File: src/rtl/vga_string_bank_pkg.sv
// rtl/vga_string_bank_pkg.sv - vga_string_pkg: phase encoding, amplitude width and 11-bit signed coordinate type
package vga_string_pkg;

  localparam int AMP_W = 3;

  typedef logic [AMP_W-1:0] amp_t;
  typedef logic signed [10:0] coord_t;

  // Quarter-cycle phases of the vibration; displacement is zero on both crossings.
  typedef enum logic [1:0] {
    PH_ZERO0 = 2'd0,
    PH_POS   = 2'd1,
    PH_ZERO2 = 2'd2,
    PH_NEG   = 2'd3
  } phase_e;

  function automatic coord_t phase_disp(input phase_e ph, input amp_t amp);
    coord_t d;
    d = '0;
    case (ph)
      PH_POS:  d = coord_t'(amp);
      PH_NEG:  d = -coord_t'(amp);
      default: d = '0;
    endcase
    return d;
  endfunction

endpackage

File: src/rtl/vga_string_bank_if.sv
// rtl/vga_string_bank_if.sv - pixel coordinate in, per-string hit result out
interface vga_string_bank_if #(
  parameter int NUM_STRINGS = 6
);
  logic [9:0]             x;
  logic [9:0]             y;
  logic                   frame_start;
  logic [9:0]             x_q;
  logic [NUM_STRINGS-1:0] hit_vec;
  logic                   disp_out;

  modport master (
    output x, y, frame_start,
    input  x_q, hit_vec, disp_out
  );

  modport slave (
    input  x, y, frame_start,
    output x_q, hit_vec, disp_out
  );
endinterface

File: src/rtl/vga_string_bank_voice.sv
// rtl/vga_string_bank_voice.sv - string_voice: one string's amp/phase state and displacement
// Amplitude decay is built only when STRING_DECAY_EN is defined.
module string_voice
  import vga_string_pkg::*;
#(
  parameter int MAX_AMP     = 4,
  parameter int DECAY_TICKS = 8
) (
  input  logic   clk,
  input  logic   reset,
  input  logic   tick,
  input  logic   pluck,
  input  logic   mute,
  output logic   vibrating,
  output coord_t disp
);

`ifdef STRING_DECAY_EN
  localparam int DW = (DECAY_TICKS > 1) ? $clog2(DECAY_TICKS) : 1;
  typedef logic [DW-1:0] dcnt_t;
  localparam dcnt_t D_LAST = dcnt_t'(DECAY_TICKS - 1);
  dcnt_t dcnt, dcnt_n;
`endif

  amp_t   amp, amp_n;
  phase_e phase, phase_n;

  always_comb begin
    amp_n   = amp;
    phase_n = phase;
`ifdef STRING_DECAY_EN
    dcnt_n  = dcnt;
`endif
    if (mute) begin
      amp_n   = '0;
      phase_n = PH_ZERO0;
`ifdef STRING_DECAY_EN
      dcnt_n  = '0;
`endif
    end else if (pluck) begin
      // A re-pluck only restores amplitude; the phase keeps running.
      amp_n  = amp_t'(MAX_AMP);
`ifdef STRING_DECAY_EN
      dcnt_n = '0;
`endif
    end else if (tick && amp != '0) begin
      phase_n = phase_e'(phase + 2'd1);
`ifdef STRING_DECAY_EN
      if (dcnt == D_LAST) begin
        dcnt_n = '0;
        amp_n  = amp - amp_t'(1);
        if (amp == amp_t'(1)) phase_n = PH_ZERO0;
      end else begin
        dcnt_n = dcnt + dcnt_t'(1);
      end
`endif
    end
  end

  always_ff @(posedge clk or negedge reset) begin
    if (!reset) begin
      amp   <= '0;
      phase <= PH_ZERO0;
`ifdef STRING_DECAY_EN
      dcnt  <= '0;
`endif
    end else begin
      amp   <= amp_n;
      phase <= phase_n;
`ifdef STRING_DECAY_EN
      dcnt  <= dcnt_n;
`endif
    end
  end

  assign vibrating = (amp != '0);
  assign disp      = phase_disp(phase, amp);

endmodule

File: src/rtl/vga_string_bank.sv
// rtl/vga_string_bank.sv - vibrating string renderer: tick divider, per-string voices, frame shadow, row compare
// Amplitude decay in the voices is enabled with STRING_DECAY_EN.
module vga_string_bank
  import vga_string_pkg::*;
#(
  parameter int NUM_STRINGS = 6,
  parameter int Y_BASE      = 100,
  parameter int Y_PITCH     = 40,
  parameter int THICK       = 3,
  parameter int MAX_AMP     = 4,
  parameter int TICK_DIV    = 1666667,
  parameter int DECAY_TICKS = 8
) (
  input  logic                   clk,
  input  logic                   reset,
  vga_string_bank_if.slave       pix,
  input  logic [NUM_STRINGS-1:0] pluck,
  input  logic [NUM_STRINGS-1:0] mute,
  output logic [NUM_STRINGS-1:0] vibrating
);

  localparam int TW = (TICK_DIV > 1) ? $clog2(TICK_DIV) : 1;
  typedef logic [TW-1:0] tcnt_t;
  localparam tcnt_t T_LAST = tcnt_t'(TICK_DIV - 1);

  tcnt_t tick_cnt;
  logic  tick;

  assign tick = (tick_cnt == T_LAST);

  always_ff @(posedge clk or negedge reset) begin
    if (!reset)    tick_cnt <= '0;
    else if (tick) tick_cnt <= '0;
    else           tick_cnt <= tick_cnt + tcnt_t'(1);
  end

  coord_t disp   [NUM_STRINGS];
  coord_t shadow [NUM_STRINGS];

  for (genvar i = 0; i < NUM_STRINGS; i++) begin : g_voice
    string_voice #(
      .MAX_AMP     (MAX_AMP),
      .DECAY_TICKS (DECAY_TICKS)
    ) u_voice (
      .clk       (clk),
      .reset     (reset),
      .tick      (tick),
      .pluck     (pluck[i]),
      .mute      (mute[i]),
      .vibrating (vibrating[i]),
      .disp      (disp[i])
    );
  end

  // Rendering sees displacements only as of the last frame_start, so a frame never tears.
  always_ff @(posedge clk or negedge reset) begin
    if (!reset) begin
      for (int i = 0; i < NUM_STRINGS; i++) shadow[i] <= '0;
    end else if (pix.frame_start) begin
      for (int i = 0; i < NUM_STRINGS; i++) shadow[i] <= disp[i];
    end
  end

  coord_t                 y_s;
  coord_t                 top_i;
  logic [NUM_STRINGS-1:0] hit_n;

  always_comb begin
    y_s   = coord_t'({1'b0, pix.y});
    top_i = '0;
    hit_n = '0;
    for (int i = 0; i < NUM_STRINGS; i++) begin
      top_i    = coord_t'(Y_BASE + i * Y_PITCH) + shadow[i];
      hit_n[i] = (y_s > top_i) && (y_s <= top_i + coord_t'(THICK));
    end
  end

  always_ff @(posedge clk or negedge reset) begin
    if (!reset) begin
      pix.hit_vec  <= '0;
      pix.disp_out <= 1'b0;
      pix.x_q      <= '0;
    end else begin
      pix.hit_vec  <= hit_n;
      pix.disp_out <= |hit_n;
      pix.x_q      <= pix.x;
    end
  end

endmodule

File: src/flat_wrapper.sv
// flat-port wrapper written by rule: the top's interface ports become plain ports
module vga_string_bank_flat import vga_string_pkg::*;
#(
  parameter int NUM_STRINGS = 6,
  parameter int Y_BASE      = 100,
  parameter int Y_PITCH     = 40,
  parameter int THICK       = 3,
  parameter int MAX_AMP     = 4,
  parameter int TICK_DIV    = 1666667,
  parameter int DECAY_TICKS = 8
)
  (clk, reset, pluck, mute, vibrating, pix_x, pix_y, pix_frame_start, pix_x_q, pix_hit_vec, pix_disp_out);
  vga_string_bank_if #(.NUM_STRINGS(NUM_STRINGS)) pix_i ();
  input  logic clk;
  input  logic reset;
  input  logic [NUM_STRINGS-1:0] pluck;
  input  logic [NUM_STRINGS-1:0] mute;
  output logic [NUM_STRINGS-1:0] vibrating;
  input wire logic [$bits(pix_i.x)-1:0] pix_x;
  input wire logic [$bits(pix_i.y)-1:0] pix_y;
  input wire logic [$bits(pix_i.frame_start)-1:0] pix_frame_start;
  output wire logic [$bits(pix_i.x_q)-1:0] pix_x_q;
  output wire logic [$bits(pix_i.hit_vec)-1:0] pix_hit_vec;
  output wire logic [$bits(pix_i.disp_out)-1:0] pix_disp_out;
  assign pix_i.x = pix_x;
  assign pix_i.y = pix_y;
  assign pix_i.frame_start = pix_frame_start;
  assign pix_x_q = pix_i.x_q;
  assign pix_hit_vec = pix_i.hit_vec;
  assign pix_disp_out = pix_i.disp_out;
  vga_string_bank #(.NUM_STRINGS(NUM_STRINGS), .Y_BASE(Y_BASE), .Y_PITCH(Y_PITCH), .THICK(THICK), .MAX_AMP(MAX_AMP), .TICK_DIV(TICK_DIV), .DECAY_TICKS(DECAY_TICKS)) u_core (.clk(clk), .reset(reset), .pix(pix_i), .pluck(pluck), .mute(mute), .vibrating(vibrating));
endmodule
File: config.mk
export PLATFORM = sky130hd
export DESIGN_NAME = vga_string_bank_flat
export DESIGN_NICKNAME = d
export VERILOG_FILES = /design/src/rtl/vga_string_bank_pkg.sv /design/src/rtl/vga_string_bank_if.sv /design/src/rtl/vga_string_bank_voice.sv /design/src/rtl/vga_string_bank.sv /design/src/flat_wrapper.sv
export SDC_FILE = /design/constraint.sdc
export NUM_CORES = 1
export LEC_CHECK = 0
export BUFFER_PORTS_ARGS = -buffer_cell sky130_fd_sc_hd__buf_2
export CORE_MARGIN = 5
export CORE_UTILIZATION = 25
export DETAILED_ROUTE_END_ITERATION = 10
export GPL_ROUTABILITY_DRIVEN = 0
export PLACE_DENSITY = 0.48
export SLEW_MARGIN = 20
export SYNTH_ARGS = -nofsm -noshare
export SYNTH_HDL_FRONTEND = slang
export SYNTH_SLANG_ARGS = --single-unit
File: constraint.sdc
create_clock -name clk -period 2.5 [get_ports clk]
set_input_delay 0.125 -clock clk [delete_from_list [all_inputs] [get_ports clk]]
set_output_delay 0.125 -clock clk [all_outputs]
set_load 0.02 [all_outputs]
==> out/results.tsv, run 1 <==
metric	value	unit
r2r_end	u_core.pix.disp_out	
drc	0	
via_per_inst	4.46	
clock_path_buffers	2	
fillers	1546	
final-hold-violation-count	13	
final-setup-viol-count	0	
ys_types	43	
whs	-0.00855	ns
drive_gt1_share	21.9	%
async_flop_share	100	%
worstPathArrival	2.63	ns
worst_setup_path_end_kind	flip-flop	
setup_slack	0.0760	ns
synth_area	3770	sq um
antenna_found_initial	1	
grt_pass1_vias	3022	
violations	negative hold slack	
pin_count	58	
drtPass1Iterations	4	
r2r_slack	0.08	ns
grt_pass1_wl	14.7	mm
outcome	complete, but fails checks	
worstSetupStartpoint	u_core.shadow[13]	
endpoint	u_core.pix.disp_out	
ys_warn_count	0	
seq_area_frac_synth	45.1	%
cp_data_required_time	2.70	ns
dp_hpwl	6.29	mm
track_usage	10.4	%
io_buffers	57	
dp_slack	-0.143	ns
die_y	133	microns
fmax	0.413	GHz
power.density	546	nW/um^2
tightest_slew	0.888	ns
cts_tree	done	
ant_nets	0	
crit_fanout	3	
avgSynthCellArea	10.5	sq um
hold_class	input pin to asynchronous set/reset pin	
start_util	25.2	%
worstReg2RegStart	u_core.shadow[13]	
maxCapViolations	0	
irDropWorstVdd	0.309	mV
via_count	2853	
slew_viol_final	0	
skew	0.00803	ns
cts_buffers	9	
cts-root-buf	clkbuf_16	
power.leakage	2.29	nW
final_cell_mix	dfrtp_1 (68), buf_2 (57), ha_1 (52)	
clkSlewWorstSetupHoldPaths	0.06	ns
synth_edf_count	0	
num_rows	45	
first_iter_violations	126	
power	2.64	mW
drt-total-wl	8.60	mm
start_kind	flip-flop	
nets	536	
syn_inst	361	
wl_per_cell	13.4	microns
min_period	2.42	ns
grt_max_degree	69	
core	15000	sq um
synth_fp_nets	450	
critPathKind	flip-flop to flip-flop	
final_cells	640	
dp.cells	607	
mostFrequentLayoutCell	dfrtp_1	
grt.overflow.total	0	
die_area	17700	sq um
synthFlopType	dfrtp_1	
htreeDepth	3	
min_period_over_period	97.0	%
ys_ff_latch	68	
antenna_cells	0	
die_width	133	microns
slew-limit-headroom	40.8	%
r2r_cells	8	
clock_latency	0.34	ns
area_growth	28.1	%
cts_sinks	68	
==> kinds of logic after synthesis <==
logic type,synth area share [%]
compound gates,7.36
xor+xnor,5.11
fa+ha+maj,17.9
buf+inv,5.01
flops,45.1
mux,2.59
simple gates,16.9
==> cells in the mapped netlist (8+ instances only) <==
library cell	number	share of area [%]
dfrtp_1	68	45
ha_1	54	18
nor2_1	44	4.4
inv_1	35	3.5
nand2_1	19	1.9
o21ai_0	18	2.4
nand3_1	16	2.1
xor2_1	12	2.8
xnor2_1	10	2.3
nand4_1	8	1.3
nand4b_1	8	1.9
==> worst max-delay path, stage by stage, from the launching register on <==
cell and delay [ns]:
dfrtp_1 0.38, inv_2 0.07, ha_2 0.19, ha_4 0.21, a2111oi_4 0.33, o21ai_1 0.14, a211o_1 0.26, a311o_1 0.31
or4_1 0.39
==> worst min path at each step <==
stage / start / endpoint / slack [ns]
floorplan: reset / u_core.g_voice[0].u_voice.amp[2] / -0.17
global route: pluck[2] / u_core.g_voice[2].u_voice.amp[2] / 0.02
finish: reset / u_core.pix.hit_vec[4] / -0.009
global placement: pix_x[7] / u_core.pix.x_q[7] / 0.23
detailed placement: pix_x[1] / u_core.pix.x_q[1] / 0.23
CTS: pluck[4] / u_core.g_voice[4].u_voice.amp[2] / 0.00003
==> final cells by class <==
type	instances	area, sq um	share of cell area (%)
clock inverter	7	81.3	1.68
clock buffer	9	225	4.66
tap	188	235	4.86
timing repair buffer	84	528	10.9
inverter	35	131	2.72
multi-input combinational	249	1930	40.0
sequential	68	1700	35.2
==> through the flow <==
step / area [sq um] / utilization, % / setup TNS, ns / hold slack, ns
floorplan: 3770 / - / 0 / -0.171
global placement: 4310 / 28.8 / -0.0656 / 0.233
detailed placement: 4310 / 28.8 / -0.143 / 0.234
CTS: 4800 / 32.0 / 0 / 0.0000327
global route: 4840 / 32.3 / -0.00693 / 0.0169
finish: 4840 / 32.3 / 0 / -0.00855
==> layer usage <==
layer	vias up	share of wire, %	GRT usage (%)
met1	1339	45	12.1
met5	-	0.081	0
met2	71	47	17.5
met4	2	1.6	3.06
met3	16	6.2	4.56
li1	1425	-	-
==> state kept, by name, summed over array words and instances, names as in the netlist <==
name,cells
u_core.g_voice.u_voice.amp,6
u_core.g_voice.u_voice.phase,12
u_core.tick_cnt,21
u_core.pix.disp_out,1
u_core.pix.hit_vec,6
u_core.shadow,12
u_core.pix.x_q,10
==> repair_timing <==
item | 4_1_cts | 5_1_grt
endpoints found under the setup margin | 1 | 2
hold endpoints to repair | 28 | 0
gates resized for setup | 6 | 5
pin swaps | 0 | 2
buffers inserted | 0 | 1
hold buffers | 16 | 0
==> power breakdown <==
part	switching [mW]	internal (mW)	leakage, nW
sequential	0.0116	1.12	0.904
clock	0.526	0.788	0.147
combinational	0.121	0.0796	1.24
total	0.659	1.98	2.29
Power figures use the tool's default switching activity.
==> run 2, diff against run 1 <==
--- a/config.mk
+++ b/config.mk
@@ -7,10 +7,10 @@
 export LEC_CHECK = 0
 export BUFFER_PORTS_ARGS = -buffer_cell sky130_fd_sc_hd__buf_2
 export CORE_MARGIN = 5
-export CORE_UTILIZATION = 25
+export CORE_UTILIZATION = 51
 export DETAILED_ROUTE_END_ITERATION = 10
 export GPL_ROUTABILITY_DRIVEN = 0
-export PLACE_DENSITY = 0.48
+export PLACE_DENSITY = 0.81
 export SLEW_MARGIN = 20
 export SYNTH_ARGS = -nofsm -noshare
 export SYNTH_HDL_FRONTEND = slang
==> out/results.tsv, run 2 (synthesized netlist as in run 1, its figures left out) <==
metric	value	unit	change
worst_setup_path_end_kind	flip-flop		
clock_latency	0.35	ns	about the same
start_util	52.3	%	+27 points
ant_nets	0		unchanged
skew	0.0112	ns	+0.00321 ns
die_y	96.0	microns	-28%
drc	0		unchanged
postLayoutCellArea	4660	sq um	-3.6%
core	7210	sq um	-52%
nets	539		+0.56%
mostFrequentLayoutCell	dfrtp_1		
r2r_cells	8		unchanged
min_period_over_period	98.7	%	+1.7 points
slowest_delay	0.39	ns	about the same
critPathSlowestCell	dfrtp_1		
fmax	0.405	GHz	-1.8%
worstReg2RegStart	u_core.shadow[13]		
cts_tree	done		
cp_num_cells	8		unchanged
min_period	2.47	ns	+0.0437 ns
critPathKind	flip-flop to flip-flop		
start_kind	flip-flop		
die_area	9220	sq um	-48%
drive_gt1_share	21.5	%	-0.36 points
drt-total-wl	7.81	mm	-9.2%
top_register	u_core.tick_cnt		
outcome	complete, no violations		
worstPathArrival	2.69	ns	+0.06 ns
maxCapViolations	0		unchanged
grt_pass1_wl	13.1	mm	-11%
r2r_slack	0.03	ns	-0.04 ns
final_cell_mix	dfrtp_1 (68), buf_2 (57), ha_1 (51)		
htreeDepth	3		unchanged
grt_max_degree	45		-35%
endpoint	u_core.pix.disp_out		
num_rows	31		-31%
io_buffers	57		unchanged
first_iter_violations	120		-4.8%
grt.overflow.total	0		unchanged
dp_hpwl	5.75	mm	-8.5%
area_growth	23.5	%	
via_count	2912		+2.1%
track_usage	18.5	%	+8.0 points
wl_per_cell	14.1	microns	+4.9%
die_width	96.0	microns	-28%
via_per_inst	5.26		+18%
fillers	583		-62%
slew-limit-headroom	55.5	%	+15 points
final-setup-viol-count	0		unchanged
cts_buffers	9		unchanged
largest_reg_flops	21		unchanged
r2r_end	u_core.pix.disp_out		
cts-root-buf	clkbuf_8		
rsz0062_at_grt	yes		
setup_slack	0.0324	ns	-0.0437 ns
antenna_cells	0		unchanged
cp_num_buf_inv	1		unchanged
placed_cell_area	4210	sq um	-2.3%
worstSetupStartpoint	u_core.shadow[13]		
dp_slack	-0.132	ns	+0.0102 ns
final-hold-violation-count	0		-13
power.density	478	nW/um^2	-13%
cp_data_required_time	2.72	ns	+0.02 ns
slew_viol_final	0		unchanged
hold_class	input pin to flip-flop		
tightest_slew	0.651	ns	-0.238 ns
clkSlewWorstSetupHoldPaths	0.08	ns	+0.02 ns
path_cells	inv_2 > ha_2 > ha_4 > a2111oi_4 > o21ai_1 > a211o_1 > a311o_1 > or4_1		
crit_fanout	4		+1
drtPass1Iterations	4		unchanged
irDropWorstVdd	0.394	mV	+28%
critPathTopFamily	compound AO/OA/AOI/OAI gates		
pin_count	58		unchanged
power.leakage	2.25	nW	-1.6%
grt_pass1_vias	2918		-3.4%
antenna_found_initial	0		-1
cts_sinks	68		unchanged
largestRegisters	u_core.tick_cnt: 21 flops, u_core.g_voice.u_voice.phase: 12 flops, u_core.shadow: 12 flops		
clock_path_buffers	2		unchanged
## run 2: changes by cell type in the layout (fill, tap and decap cells not counted), sizes merged
cell         change
clkinvlp         +1
clkinv           +2
inv              -3
dlygate4sd3      +3
## run 2: area by class of cell
class                           count  area (sq um)  share of cell area [%]
Multi-Input combinational cell    249          1930                    41.5
Timing Repair Buffer               87           571                    12.2
Inverter                           35           131                    2.82
Tap cell                           99           124                    2.66
Clock buffer                        9           124                    2.66
Sequential cell                    68          1700                    36.5
Clock inverter                      7          76.3                    1.64
## run 2: stage by stage
stage	std cells	util [%]	hold slack (ns)	setup TNS, ns	power, mW
5_1_grt	554	64.6	0.0150	-0.0306	2.32
4_1_cts	554	64.2	0.00427	0	2.24
3_3_place_gp	518	58.4	0.158	-0.0661	1.32
6_report	554	64.6	0.00734	0	2.23
2_1_floorplan	361	-	-0.171	0	1.23
3_5_place_dp	518	58.4	0.160	-0.132	1.32
## run 2: worst register-to-register path: cells and delay by family (launching register included)
| kind | cells | cell delay, ns |
|---|---|---|
| compound gates | 4 | 1.07 |
| buf+inv | 1 | 0.09 |
| simple gates | 1 | 0.39 |
| fa+ha+maj | 2 | 0.41 |
| flops | 1 | 0.39 |
## run 2: how the worst min path moves through the flow
stage	start	endpoint	slack (ns)	cells after the start
2_1_floorplan	reset	u_core.g_voice[0].u_voice.amp[2]	-0.17	0
3_3_place_gp	reset	u_core.shadow[53]	0.16	1
3_5_place_dp	reset	u_core.shadow[53]	0.16	1
4_1_cts	pluck[0]	u_core.g_voice[0].u_voice.amp[2]	0.004	3
5_1_grt	pluck[5]	u_core.g_voice[5].u_voice.amp[2]	0.01	3
6_report	pluck[0]	u_core.g_voice[0].u_voice.amp[2]	0.007	3
## run 2: what timing repair did
action                                  CTS  global route
pin swaps                                 2             1
resized for setup                         6             4
hold buffers                             19             0
endpoints found under the hold margin    52             0
buffers inserted                          1             0
endpoints found under the setup margin    1             2
## run 2: layer usage
metal	vias up	track usage (%)	wire length [microns]
met4	0	7.35	167
met5	-	0	0
met2	68	32.0	3970
met1	1391	21.7	3210
met3	17	4.93	465
li1	1436	-	-
## run 2: report_power, final
group | total [mW] | internal (mW) | switching, mW | leakage [nW]
Clock | 0.897 | 0.465 | 0.433 | 0.0958
Sequential | 1.13 | 1.11 | 0.0118 | 0.904
Combinational | 0.204 | 0.0858 | 0.118 | 1.25
Total | 2.23 | 1.67 | 0.563 | 2.25
